===== config.mk =====
export PLATFORM = sky130hd
export DESIGN_NAME = fetch_sequencer_flat
export DESIGN_NICKNAME = d
export VERILOG_FILES = /design/src/rtl/fetch_pkg.sv /design/src/rtl/fetch_if.sv /design/src/rtl/fetch_pc_reg.sv /design/src/rtl/fetch_sequencer.sv /design/src/flat_wrapper.sv
export SDC_FILE = /design/constraint.sdc
export NUM_CORES = 1
export LEC_CHECK = 0
export ABC_AREA = 1
export ABC_CLOCK_PERIOD_IN_PS = 2410
export BUFFER_PORTS_ARGS = -buffer_cell sky130_fd_sc_hd__buf_2
export CAP_MARGIN = 20
export CORE_MARGIN = 4
export CORE_UTILIZATION = 52
export DETAILED_ROUTE_END_ITERATION = 10
export GPL_TIMING_DRIVEN = 0
export PLACE_DENSITY = 0.8
export SKIP_LAST_GASP = 1
export SLEW_MARGIN = 20
export SYNTH_ARGS = -nofsm -noshare
export SYNTH_HDL_FRONTEND = slang
export SYNTH_HIERARCHICAL = 1
export SYNTH_SLANG_ARGS = --single-unit

===== constraint.sdc =====
create_clock -name clk -period 2.41 [get_ports clk]
set_input_delay 0.482 -clock clk [delete_from_list [all_inputs] [get_ports clk]]
set_output_delay 0.482 -clock clk [all_outputs]
set_load 0.01 [all_outputs]

===== src/rtl/fetch_pkg.sv =====
// Shared types and constants for the instruction fetch sequencer.
// Covers the FSM state encoding, PC defaults and the redirect priority rule.
package fetch_pkg;

  typedef enum logic [1:0] {IDLE, REQ, KILL, FULL} fetch_state_t;

  localparam logic [31:0] PC_STEP_DEFAULT  = 32'd4;
  localparam logic [31:0] RESET_PC_DEFAULT = 32'h0000_0000;

  // The branch is the older instruction, so it beats a jump decoded in the same cycle.
  // Fetch addresses are word aligned, so the low two bits are dropped.
  function automatic logic [31:0] redirect_target(input logic        branch_taken,
                                                  input logic [31:0] branch_target,
                                                  input logic [31:0] jump_target);
    logic [31:0] t;
    t = branch_taken ? branch_target : jump_target;
    return {t[31:2], 2'b00};
  endfunction

endpackage


===== src/rtl/fetch_if.sv =====
// Instruction memory request/ack bus used between the fetch sequencer and imem.
interface fetch_if;
  logic        imem_req;
  logic [31:0] imem_addr;
  logic        imem_ack;
  logic [31:0] imem_rdata;

  modport master (output imem_req, imem_addr, input  imem_ack, imem_rdata);
  modport slave  (input  imem_req, imem_addr, output imem_ack, imem_rdata);
endinterface


===== src/rtl/fetch_pc_reg.sv =====
// Program counter register: redirect target select, alignment masking and sequential increment.
module fetch_pc_reg
  import fetch_pkg::*;
#(
  parameter logic [31:0] RESET_PC = RESET_PC_DEFAULT,
  parameter logic [31:0] PC_STEP  = PC_STEP_DEFAULT
) (
  input  logic        clk,
  input  logic        reset,
  input  logic        branch_taken,
  input  logic [31:0] branch_target,
  input  logic        jump,
  input  logic [31:0] jump_target,
  input  logic        inc_load,
  input  logic [31:0] inc_base,
  output logic        redirect,
  output logic [31:0] target,
  output logic [31:0] inc_next,
  output logic [31:0] pc
);

  assign redirect = branch_taken | jump;
  assign target   = redirect_target(branch_taken, branch_target, jump_target);
  assign inc_next = inc_base + PC_STEP;

  // A redirect always wins over the sequential update from a completed fetch.
  always_ff @(posedge clk) begin
    if (reset) begin
      pc <= RESET_PC;
    end else if (redirect) begin
      pc <= target;
    end else if (inc_load) begin
      pc <= inc_next;
    end
  end

endmodule


===== src/rtl/fetch_sequencer.sv =====
// Instruction fetch sequencer: one outstanding imem request, redirect kill handling
// and a single-entry IF/ID output register drained by decode under stall.
//
//  state | meaning
//  IDLE  | out of reset, no request yet
//  REQ   | request live at imem_addr, waiting for ack
//  KILL  | request live but redirected; its data will be dropped
//  FULL  | IF/ID register holds an instruction, no request
module fetch_sequencer
  import fetch_pkg::*;
#(
  parameter logic [31:0] RESET_PC = RESET_PC_DEFAULT,
  parameter logic [31:0] PC_STEP  = PC_STEP_DEFAULT
) (
  input  logic          clk,
  input  logic          reset,
  input  logic          branch_taken,
  input  logic [31:0]   branch_target,
  input  logic          jump,
  input  logic [31:0]   jump_target,
  input  logic          stall,
  fetch_if.master       imem,
  output logic          if_valid,
  output logic [31:0]   if_instr,
  output logic [31:0]   if_pc,
  output logic [31:0]   if_pc4
);

  fetch_state_t state;
  logic         req_q;
  logic [31:0]  addr_q;
  logic         redirect;
  logic [31:0]  target;
  logic [31:0]  addr_next;
  logic [31:0]  pc;
  logic         ack;

  assign ack            = imem.imem_ack;
  assign imem.imem_req  = req_q;
  assign imem.imem_addr = addr_q;

  fetch_pc_reg #(.RESET_PC(RESET_PC), .PC_STEP(PC_STEP)) u_pc (
    .clk           (clk),
    .reset         (reset),
    .branch_taken  (branch_taken),
    .branch_target (branch_target),
    .jump          (jump),
    .jump_target   (jump_target),
    .inc_load      ((state == REQ) && ack),
    .inc_base      (addr_q),
    .redirect      (redirect),
    .target        (target),
    .inc_next      (addr_next),
    .pc            (pc)
  );

  always_ff @(posedge clk) begin
    if (reset) begin
      state    <= IDLE;
      req_q    <= 1'b0;
      addr_q   <= '0;
      if_valid <= 1'b0;
      if_instr <= '0;
      if_pc    <= '0;
      if_pc4   <= '0;
    end else begin
      if (redirect) if_valid <= 1'b0;
      case (state)
        IDLE: begin
          state  <= REQ;
          req_q  <= 1'b1;
          addr_q <= pc;
        end
        REQ: begin
          if (ack && !redirect) begin
            if_instr <= imem.imem_rdata;
            if_pc    <= addr_q;
            if_pc4   <= addr_next;
            if_valid <= 1'b1;
            req_q    <= 1'b0;
            state    <= FULL;
          end else if (ack) begin
            addr_q <= target;
          end else if (redirect) begin
            // Address must stay put until the killed request is acknowledged.
            state <= KILL;
          end
        end
        KILL: begin
          if (ack) begin
            addr_q <= redirect ? target : pc;
            state  <= REQ;
          end
        end
        FULL: begin
          if (redirect) begin
            if_valid <= 1'b0;
            addr_q   <= target;
            req_q    <= 1'b1;
            state    <= REQ;
          end else if (!stall) begin
            if_valid <= 1'b0;
            addr_q   <= pc;
            req_q    <= 1'b1;
            state    <= REQ;
          end
        end
        default: begin
          state <= IDLE;
          req_q <= 1'b0;
        end
      endcase
    end
  end

endmodule


===== src/flat_wrapper.sv =====
// flat-port wrapper written by rule: the top's interface ports become plain ports
module fetch_sequencer_flat import fetch_pkg::*;
#(
  parameter logic [31:0] RESET_PC = RESET_PC_DEFAULT,
  parameter logic [31:0] PC_STEP  = PC_STEP_DEFAULT
)
  (clk, reset, branch_taken, branch_target, jump, jump_target, stall, if_valid, if_instr, if_pc, if_pc4, imem_imem_req, imem_imem_addr, imem_imem_ack, imem_imem_rdata);
  fetch_if imem_i ();
  input  logic clk;
  input  logic reset;
  input  logic branch_taken;
  input  logic [31:0] branch_target;
  input  logic jump;
  input  logic [31:0] jump_target;
  input  logic stall;
  output logic if_valid;
  output logic [31:0] if_instr;
  output logic [31:0] if_pc;
  output logic [31:0] if_pc4;
  output wire logic [$bits(imem_i.imem_req)-1:0] imem_imem_req;
  output wire logic [$bits(imem_i.imem_addr)-1:0] imem_imem_addr;
  input wire logic [$bits(imem_i.imem_ack)-1:0] imem_imem_ack;
  input wire logic [$bits(imem_i.imem_rdata)-1:0] imem_imem_rdata;
  assign imem_imem_req = imem_i.imem_req;
  assign imem_imem_addr = imem_i.imem_addr;
  assign imem_i.imem_ack = imem_imem_ack;
  assign imem_i.imem_rdata = imem_imem_rdata;
  fetch_sequencer #(.RESET_PC(RESET_PC), .PC_STEP(PC_STEP)) u_core (.clk(clk), .reset(reset), .branch_taken(branch_taken), .branch_target(branch_target), .jump(jump), .jump_target(jump_target), .stall(stall), .imem(imem_i), .if_valid(if_valid), .if_instr(if_instr), .if_pc(if_pc), .if_pc4(if_pc4));
endmodule

# Word-level counts from Yosys, hierarchy flattened
# Cells that the tools add are included.
dict set report op_classes {
  add_sub_neg 1
  eq_ne 10
  mux 26
  n_bitwise 1
  reduce_logical 11
}
# operator n
set ops {}
lappend ops {{two-way mux 32 bit} 9}
lappend ops {{one-hot mux 32 bit (4 select lines)} 1}
lappend ops {{adder 32 x 3 -> 32 bit (second input constant)} 1}
lappend ops {{two-way mux 2 bit} 6}
lappend ops {{inequality test 2 bit (second input constant)} 4}
lappend ops {{one-hot mux 2 bit (4 select lines)} 1}
lappend ops {{AND reduction 4 bit} 2}
lappend ops {{two-way mux 1 bit} 7}
lappend ops {{inequality test 3 x 2 -> 1 bit (second input constant)} 2}
lappend ops {{== test 2 bit (second input constant)} 2}
lappend ops {{inequality test 3 bit (second input constant)} 1}
lappend ops {{one-hot mux 1 bit (3 select lines)} 1}
lappend ops {{AND reduction 3 bit} 1}
lappend ops {{nonzero test 3 bit} 1}
lappend ops {{== test 2 x 1 -> 1 bit (second input constant)} 1}
lappend ops {{logical AND 1 bit} 2}
lappend ops {{zero test 2 bit} 1}
lappend ops {{one-hot mux 1 bit (2 select lines)} 1}
lappend ops {{AND reduction 2 bit} 1}
lappend ops {{nonzero test 2 bit} 1}
lappend ops {{OR reduction 2 bit} 1}
lappend ops {{zero test 1 bit} 1}
lappend ops {{OR 1 bit} 1}
dict set report totals {
  ff_bits 164
  input_bits 102
  output_inout_bits 130
  wordCells 58
}

# Depth between registers and ports, before layout
dict set report depth {
  ltp_word 5
  depth_mapped 12
  mapped_depth_nobuf 10
}

# Hierarchy
# The synthesis kept the hierarchy.
# mod n_inst cells_per_inst area_each_um2 seq_area_each_um2
set modules_own_cells {}
lappend modules_own_cells {fetch_sequencer 1 729 5205.0 2642.5}
lappend modules_own_cells {fetch_pc_reg 1 449 2807.7 640.6}

# Worst setup path after synthesis
# OpenSTA, ideal clock, no wires.
dict set report synth_timing {
  path_type {input -> register}
  startpoint {input branch_taken}
  endpoint {register u_core.if_pc4[2]}
  setup_time_ps 116
  arrival_time_ps 1842
  t_required_ps 2294
  slack_ps 452
  stages 12
  path_buffers 4
  path_cell_list {nor2_1 > inv_2 > buf_2 > buf_2 > inv_1 > nand2_1 > nor2_4 > inv_2 > buf_4 > buf_2 > nor2_1 > nor2_1}
}
dict set report synth_via {
  elab_chain_len 4
}
# element line_no
set synth_lines {}
lappend synth_lines {{start: declaration} flat_wrapper.sv:11} ;# input logic branch_taken;
lappend synth_lines {{OR 1 bit} fetch_pc_reg.sv:22} ;# assign redirect = branch_taken | jump;
lappend synth_lines {{via u_core.redirect} fetch_sequencer.sv:32} ;# logic redirect;
lappend synth_lines {{zero test 1 bit} fetch_sequencer.sv:75} ;# if (ack && !redirect) begin
lappend synth_lines {{logical AND 1 bit} fetch_sequencer.sv:75}
lappend synth_lines {{AND reduction 2 bit (no line)} -}
lappend synth_lines {{end signal: assignment} fetch_sequencer.sv:78} ;# if_pc4 <= addr_next;
lappend synth_lines {{end: declaration} fetch_sequencer.sv:26} ;# output logic [31:0] if_pc4
# The timed path passes the listed nets, and every way through them passes these cells.
# A chain may end at the register's enable or synchronous reset.

# Worst setup path after layout
dict set report layout_timing {
  startpoint {input branch_taken}
  endpoint {register u_core.if_pc4[23]}
}
# Same word-level chain as after synthesis.

==> impl_metrics.toml <==
[run_status]
outcome = "completed"

[clock_network]
cts_hold_buf = 0
cts_tree = "done"
clk_pin_slew_ns = 0.07
post_cts_buffers = 0
numCtsBuffers = 17
cts_buffer_depth = 2
cts.sinks = 164
ctsRootBufferMaster = "clkbuf_16"
h-tree-depth = 4
clk_latency_ns = 0.43

[sta]
min_period_ns = 2.273
worst_pin_slew_ns = 0.7137
fin_setup_tns_ns = 0
worst_hold_slack_ns = 0.2670
rsz0062_at_grt = "false"
hold_viol_final = 0
fmax_mhz = 439.9
setup_viol_count_final = 0
skew_ns = 0.009854
max-slew-margin-rel_pct = 52.42
post-route-period-util_pct = 94.32
drv_slew = 0

[global_routing]
grt-ovfl-total = 0
grt_pass1_vias = 7962
met2_usage_pct = 45.64
grt_max_degree = 17
grt_pass1_wl_um = 40170
met1_usage_pct = 37.41
met3_usage_pct = 7.366
track_usage_pct = 28.66
antenna_found_initial = 0
top_usage_layer = "met2"

[yosys]
yosys_warnings = 6
synth_xor_area_share_pct = 2.295
ys_ff_latch = 164
syn_area_um2 = 8013
seq_area_frac_synth_pct = 40.97
synth_adder_area_share_pct = 0.1562
synth_top_family_by_area = "simple AND/OR/NAND/NOR gates"
yosysUniqueCellTypes = 35
synth.top_cell.area_share_pct = 40.97
synthTopCellsByArea = "dfxtp_1, nand2_1, nor2_1, o21ai_0, inv_1"
synthCells = 1178
synthSimpleGateAreaFrac_pct = 34.95
synth_area_per_cell_um2 = 6.802
synth-compound-area-share_pct = 13.13
yosysTopAreaCell = "dfxtp_1"
muxShareOfSynthArea_pct = 0

[place]
hpwl_um = 18780
io_buffer_count = 227
routabilityCongestion = 0.9292
place_area_um2 = 9388

[route]
firstDrtPassIters = 5
viasPerCell = 5.237
post_drt_wl_per_cell_um = 15.88
drt-total-wl_um = 25820
drc = 0
antenna_left = 0
drtIter0Drc = 828
vias = 8515

[setup_path]
path_buf_inv = 6
start_kind = "input pin"
crit_chain = "buf_2 -> nor2_1 -> inv_2 -> buf_2 -> clkbuf_4 -> inv_1 -> nand2_1 -> nor2_4 -> clkbuf_1 -> o21ai_0 -> nor2_1"
worst_path_max_delay_cell = "clkbuf_1"
crit_family = "buffers and inverters"
crit_type = "input pin to flip-flop"
crit_required_ns = 2.77
end_kind = "flip-flop"
worstPathMaxFanout = 13
crit_arrival_ns = 2.63
max_stage_delay_ns = 0.49

[power_and_ir_drop]
power.total_mw = 7.129
cellPowerDensity_nw_per_um2 = 715.1
leakagePower_nw = 5.274
vdd_drop_max_uv = 497.6

[floorplan]
io_pins = 232
row_count = 45
start_util_pct = 52.90
fp.dieW_um = 132.1
core_um2 = 15150
die_h_um = 132.1
die_area_um2 = 17460

[finish]
post-route-util_pct = 65.82
drive_above_1_share_pct = 24.41
stdcell_area_um2 = 9970
fillers = 1380
diodes = 0
area_growth_syn_to_layout_pct = 24.42
fin_nets = 1528

[flow_run]
drv_cap = 0

[hold_path]
hp-class = "input pin to flip-flop"
-- area by class of cell --
type	instances	area (µm²)	area share (%)
multi-input cells	863	4059	40.71
flip-flops and latches	164	3283	32.93
repair buffers	227	1136	11.40
clock buffers	18	429.2	4.305
plain buffers	72	379.1	3.803
inverters	80	300.3	3.012
well taps	188	235.2	2.359
clock inverters	14	147.6	1.481
-- flip-flops by register name, summed over array words and instances, names as in the netlist --
name,cells
u_core/if_instr,32
u_core/state,2
u_core/imem.imem_addr,32
u_core/if_valid,1
u_core/if_pc,32
u_core/if_pc4,32
u_core/imem.imem_req,1
u_core/u_pc/pc,32
-- where the power goes --
group	internal, mW	total (mW)	switching [mW]
registers	2.90	3.10	0.208
logic	0.495	1.37	0.872
clock network	1.45	2.66	1.21
-- timing repair --
action / in CTS / in global routing
resized for setup: 0 / 2
setup endpoints to repair: 0 / 11
endpoints found under the hold margin: 0 / 0
-- worst min-delay path: cells and delay by family --
kind | cells | cell delay [ns]
buffers and inverters | 1 | 0.07
AND/OR/NAND/NOR | 2 | 0.11
-- path summary, 6_finish.rpt --
path	startpoint	end	slack, ns	depth (start not counted)
setup reg to reg	u_core/state[0]	u_core/u_pc/pc[25]	0.20	10
hold reg to reg	u_core/imem.imem_req	u_core/imem.imem_req	0.44	2
setup / recovery	branch_taken	u_core/if_pc4[23]	0.14	11
hold / removal	imem_imem_rdata[12]	u_core/if_instr[12]	0.27	3
-- layer usage --
layer  wire (µm)  vias up
met3        2451       52
met5           0        -
met4         719        0
li1            -     4204
met1       10830     3854
met2       11820      405
-- cell usage in the layout, fill, tap and decap left out, drive strengths merged --
master / n
nand2: 360
a211oi: 3
conb: 2
and2: 4
o21ai: 97
xnor2: 5
a21oi: 57
dfxtp: 164
clkinvlp: 2
clkbuf: 45
a22o: 21
nand3b: 5
clkinv: 6
a31oi: 9
bufinv: 1
xor2: 10
nor2: 238
inv: 85
buf: 272
nand3: 49
nor3: 1
nand4: 1
ha: 1
-- cells in the mapped netlist, drive strengths merged --
cell type,number
ha,1
and2,4
clkbuf,26
a31oi,9
buf,46
conb,1
xnor2,5
a21oi,57
nor3,1
xor2,10
nor2,238
nand3b,5
o21ai,97
nand4,1
a211oi,3
dfxtp,164
a22o,21
nand3,49
inv,80
nand2,360
-- stage by stage --
stage / setup slack, ns / std cells
after CTS: 0.1775 / 1626
after global routing: 0.01498 / 1626
final: 0.1368 / 1626
after detailed placement: -0.2549 / 1594
after floorplan: 0.4524 / 1179
after global placement: -0.1887 / 1594
-- cells by family (layout without fill, tap and decap cells) --
| kind of cell | after synthesis | count (layout) |
|---|---|---|
| compound gates | 187 | 187 |
| buf+inv | 152 | 411 |
| other cells | 1 | 2 |
| xor+xnor | 15 | 15 |
| flops | 164 | 164 |
| simple gates | 658 | 658 |
| fa+ha+maj | 1 | 1 |
Power figures use the tool's default switching activity.
